**src/rtl/bank_isu_credit_arb.sv**
```systemverilog
// Credit-gated round-robin arbiter from three ISU issue-queue channels onto the
// single ISU->SC issue port, with per-channel xbar credit counters.
module bank_isu_credit_arb #(
  parameter int unsigned DATA_W     = 64,
  parameter int unsigned MAX_CREDIT = 4,
  parameter int unsigned CRED_W     = 3
) (
  input  logic                clk_i,
  input  logic                rst_i,
  input  logic [2:0]          req_valid_i,
  output logic [2:0]          req_ready_o,
  input  logic [3*DATA_W-1:0] req_data_i,
  output logic                isu_sc_valid_o,
  input  logic                isu_sc_ready_i,
  output logic [1:0]          isu_sc_channel_id_o,
  output logic [DATA_W-1:0]   isu_sc_data_o,
  input  logic [2:0]          xbar_isu_ch0_credit_i,
  input  logic [2:0]          xbar_isu_ch1_credit_i,
  input  logic [2:0]          xbar_isu_ch2_credit_i,
  output logic [2:0]          credit_avail_o,
  output logic                credit_ovf_o
);

  // One spare bit over the wider of counter/return so consume+return never wraps.
  localparam int unsigned SUM_W = ((CRED_W > 3) ? CRED_W : 3) + 1;

  typedef enum logic {ST_ARB, ST_LOCK} state_t;

  state_t              state;
  logic [1:0]          lock_ch;
  logic [1:0]          rr_ptr;
  logic [CRED_W-1:0]   cnt [3];
  logic                ovf;

  logic [2:0]          elig;
  logic [2:0]          ret [3];
  logic [DATA_W-1:0]   data_arr [3];
  logic [SUM_W-1:0]    nxt [3];
  logic [1:0]          sel;
  logic [2:0]          idx;
  logic                found;
  logic                valid;
  logic                fire;

  always_comb begin
    ret[0] = xbar_isu_ch0_credit_i;
    ret[1] = xbar_isu_ch1_credit_i;
    ret[2] = xbar_isu_ch2_credit_i;
    elig   = '0;
    for (int unsigned k = 0; k < 3; k++) begin
      data_arr[k] = req_data_i[k*DATA_W +: DATA_W];
      elig[k]     = req_valid_i[k] & (cnt[k] != '0);
    end
  end

  always_comb begin
    sel   = '0;
    found = 1'b0;
    idx   = '0;
    if (state == ST_LOCK) begin
      sel   = lock_ch;
      found = 1'b1;
    end else begin
      for (int unsigned i = 0; i < 3; i++) begin
        idx = {1'b0, rr_ptr} + 3'(i);
        if (idx >= 3'd3) idx = idx - 3'd3;
        if (!found && elig[idx[1:0]]) begin
          sel   = idx[1:0];
          found = 1'b1;
        end
      end
    end
  end

  assign valid = found & ~rst_i;
  assign fire  = valid & isu_sc_ready_i;

  always_comb begin
    for (int unsigned k = 0; k < 3; k++) begin
      nxt[k] = SUM_W'(cnt[k]) - SUM_W'(fire && (sel == 2'(k))) + SUM_W'(ret[k]);
    end
  end

  assign isu_sc_valid_o      = valid;
  assign isu_sc_channel_id_o = valid ? sel : '0;
  assign isu_sc_data_o       = valid ? data_arr[sel] : '0;
  assign req_ready_o         = fire ? (3'b001 << sel) : '0;
  assign credit_ovf_o        = ovf & ~rst_i;

  always_comb begin
    credit_avail_o = '0;
    for (int unsigned k = 0; k < 3; k++) begin
      credit_avail_o[k] = rst_i | (cnt[k] != '0);
    end
  end

  always_ff @(posedge clk_i) begin
    if (rst_i) begin
      state   <= ST_ARB;
      lock_ch <= '0;
      rr_ptr  <= '0;
      ovf     <= 1'b0;
      for (int unsigned k = 0; k < 3; k++) cnt[k] <= CRED_W'(MAX_CREDIT);
    end else begin
      for (int unsigned k = 0; k < 3; k++) begin
        if (nxt[k] > SUM_W'(MAX_CREDIT)) begin
          cnt[k] <= CRED_W'(MAX_CREDIT);
          ovf    <= 1'b1;
        end else begin
          cnt[k] <= nxt[k][CRED_W-1:0];
        end
      end
      if (fire) begin
        state  <= ST_ARB;
        rr_ptr <= (sel == 2'd2) ? 2'd0 : sel + 2'd1;
      end else if (valid) begin
        state   <= ST_LOCK;
        lock_ch <= sel;
      end
    end
  end

endmodule

```
**config.mk**
```make
export PLATFORM = sky130hd
export DESIGN_NAME = bank_isu_credit_arb
export DESIGN_NICKNAME = d
export VERILOG_FILES = /design/src/rtl/bank_isu_credit_arb.sv
export SDC_FILE = /design/constraint.sdc
export NUM_CORES = 1
export LEC_CHECK = 0
export CORE_UTILIZATION = 44
export CTS_BUF_LIST = sky130_fd_sc_hd__clkbuf_4 sky130_fd_sc_hd__clkbuf_8
export DETAILED_ROUTE_END_ITERATION = 16
export HOLD_SLACK_MARGIN = 0.06
export PLACE_DENSITY = 0.92
export SYNTH_ARGS = -nofsm -noshare
export SYNTH_HDL_FRONTEND = slang
export SYNTH_SLANG_ARGS = --single-unit
```
**constraint.sdc**
```tcl
create_clock -name clk_i -period 6.75 [get_ports clk_i]
set_input_delay 0.675 -clock clk_i [delete_from_list [all_inputs] [get_ports clk_i]]
set_output_delay 0.675 -clock clk_i [all_outputs]
set_load 0.01 [all_outputs]
```
==> flow_metrics.py <==
metrics = {
    "drt": {
        "dr.first_iter.drc_count": 838,
        "drc": 0,
        "vias_per_cell": 6.37,
        "wire_per_inst_um": 18.7,
        "drtPass1Iterations": 5,
        "route.vias.total": 7157,
        "wirelength_um": 21000,
        "ant_nets": 0,
    },
    "synthesis": {
        "ys_async_sr_fraction_pct": 0,
        "ys_warn_count": 0,
        "synth_edf_count": 9,
        "yosys_most_used_dff": "edfxtp_1",
        "synthCells": 792,
        "ys_types": 49,
        "yosysSeqAreaShare_pct": 7.80,
        "synth_seq_cells": 15,
        "synth_area_per_cell_sq_um": 6.32,
        "synthesis.area_sq_um": 5010,
    },
    "timing": {
        "rsz0062_at_grt": "no",
        "finClkSkew_ns": 0.00153,
        "hold_viol": 0,
        "period_needed_ns": 4.79,
        "drv_slew": 0,
        "slew_headroom_pct": 18.0,
        "fin_crit_sh_pct": 70.9,
        "setup_violations": 0,
        "fmax_mhz": 209,
        "fin_setup_tns_ns": 0,
        "worst_slew_pin_slew_ns": 1.23,
    },
    "critical_path": {
        "critPathLaunch": "req_valid_i[2]",
        "cp_max_fo": 65,
        "end_kind": "primary output",
        "arrival_ns": 4.11,
        "worst-setup-path-type": "input pin to primary output",
        "start_kind": "input pin",
        "worstPathRequired_ns": 6.07,
        "r2r-start": "rr_ptr[0]",
    },
    "clock_tree": {
        "cts-buffers-inserted": 3,
        "cts_tree": "built",
        "cts_num_sinks": 15,
        "post_cts_resized": 0,
        "cts_root_buf": "clkbuf_8",
        "h-tree-depth": 1,
        "cts_setup_buffers": 0,
        "cts.clk_slew.worst_paths_ns": 0.06,
        "clk_latency_ns": 0.25,
        "cts_hold_buf": 0,
        "cts_buffer_depth": 2,
    },
    "final_layout": {
        "fin_cells": 1123,
        "final_layout_size_suffix_gt1_share_pct": 3.66,
        "seq_area_sq_um": 392,
        "utilization_pct": 70.1,
        "final_common_cell": "clkdlybuf4s50_1",
        "area_delta_synth_final_pct": 53.7,
        "fill_cells": 918,
        "nets": 1214,
        "diodes": 0,
        "final_cell_mix": "clkdlybuf4s50_1, a21oi_1, nor4_1, nand2_1, o21ai_1",
        "postLayoutCellArea_sq_um": 7690,
        "multi_input_area_sq_um": 4010,
    },
    "power_and_ir_drop": {
        "totalPowerFinal_mw": 1.24,
        "ir_drop_uv": 177,
        "cellPowerDensity_nw_per_um2": 161,
        "power.leakage_nw": 2.87,
    },
    "hold_path": {
        "hold_class": "flip-flop to flip-flop",
        "hold_start": "rr_ptr[0]",
    },
    "floorplanning": {
        "die_area_sq_um": 11800,
        "start_util_pct": 45.6,
        "rows": 38,
        "io_pins": 281,
        "core_area_sq_um": 11000,
        "die_y_um": 109,
        "die_x_um": 109,
    },
    "global_routing": {
        "track_usage_pct": 33.0,
        "grt_pass1_vias": 6336,
        "grt.overflow.total": 0,
        "grt_pass1_wl_um": 31800,
        "grt_max_degree": 68,
        "antenna_found_initial": 0,
    },
    "placement": {
        "gp_congestion": 0.861,
        "dpl.cell_count": 1119,
        "placed_area_sq_um": 7650,
        "io_buffers": 280,
        "hpwl_um": 14100,
    },
    "run": {
        "maxCapViolCount": 0,
    },
    "outcome": {
        "status": "completed",
    },
}
[synthesized netlist by cell type (all sizes together) (2+ instances only)]
master | n | area, sq um
o31a | 3 | 26.3
xnor2 | 3 | 26.3
nor3 | 7 | 35.0
buf | 44 | 255
nor4 | 72 | 457
a21o | 3 | 22.5
o21ai | 67 | 335
ha | 20 | 250
nand3 | 65 | 325
inv | 42 | 158
o311ai | 64 | 561
xor2 | 3 | 26.3
a21oi | 137 | 697
a22o | 64 | 561
dfxtp | 6 | 120
nor2 | 6 | 22.5
o31ai | 5 | 56.3
o21bai | 2 | 18.8
edfxtp | 9 | 270
mux2 | 3 | 33.8
nor2b | 4 | 25.0
nand2b | 2 | 12.5
nand2 | 71 | 267
clkbuf | 72 | 270
fa | 3 | 60.1
[layer usage]
layer | vias up | global-route usage, % | wire [um]
li1 | 3431 | - | -
met1 | 3328 | 41.3 | 8510
met2 | 355 | 57.7 | 10200
met3 | 43 | 4.90 | 1670
met4 | 0 | 11.1 | 601
met5 | - | 0 | 0
[path summary, 6_finish.rpt]
kind / slack (ns) / end / cells past startpoint
setup / recovery: 1.96 / isu_sc_data_o[18] / 8
hold reg to reg: 0.51 / rr_ptr[0] / 2
setup reg to reg: 2.66 / ovf / 16
hold / removal: 0.51 / rr_ptr[0] / 2
[area by class of cell]
cell class	instances	area share (%)
flip-flops and latches	15	5.09
inverters	42	2.05
clock buffers	4	0.634
multi-input cells	627	52.1
well taps	140	2.28
repair buffers	295	37.8
[worst max-delay path, stage by stage]
cell and delay (ns):
buf_2 0.74, o31ai_4 0.24, o2111ai_1 0.40, o31a_2 0.61, buf_4 0.44, o21ai_1 0.12, a21oi_1 0.24, clkdlybuf4s50_1 0.58
[flip-flops by register name, summed over array words and instances, names as in the netlist]
| signal | count |
|---|---|
| ovf | 1 |
| rr_ptr | 2 |
| state | 1 |
| lock_ch | 2 |
| cnt | 9 |
[kinds of logic after synthesis]
| group | count (synthesis) | share of synthesized area [%] |
|---|---|---|
| and+or+nand+nor | 233 | 23.7 |
| muxes | 4 | 0.875 |
| buffers and inverters | 158 | 13.6 |
| other | 1 | 0.0749 |
| xor gates and xnor gates | 6 | 1.05 |
| AOI/OAI and AO/OA | 352 | 46.7 |
| DFF | 15 | 7.80 |
| adders and majority gates | 23 | 6.20 |
[stage by stage]
step	hold slack (ns)	setup slack (ns)
6_report	0.509	1.96
5_1_grt	0.531	1.76
3_5_place_dp	0.504	2.08
3_3_place_gp	0.506	2.13
2_1_floorplan	0.470	3.03
4_1_cts	0.514	2.08
[report_power, final]
group          internal [mW]  leakage (nW)  switching [mW]
clock network         0.0459        0.0262          0.0324
logic                  0.458          2.70           0.576
registers              0.111         0.135          0.0144
No activity file was read; power rests on OpenSTA's default activity.
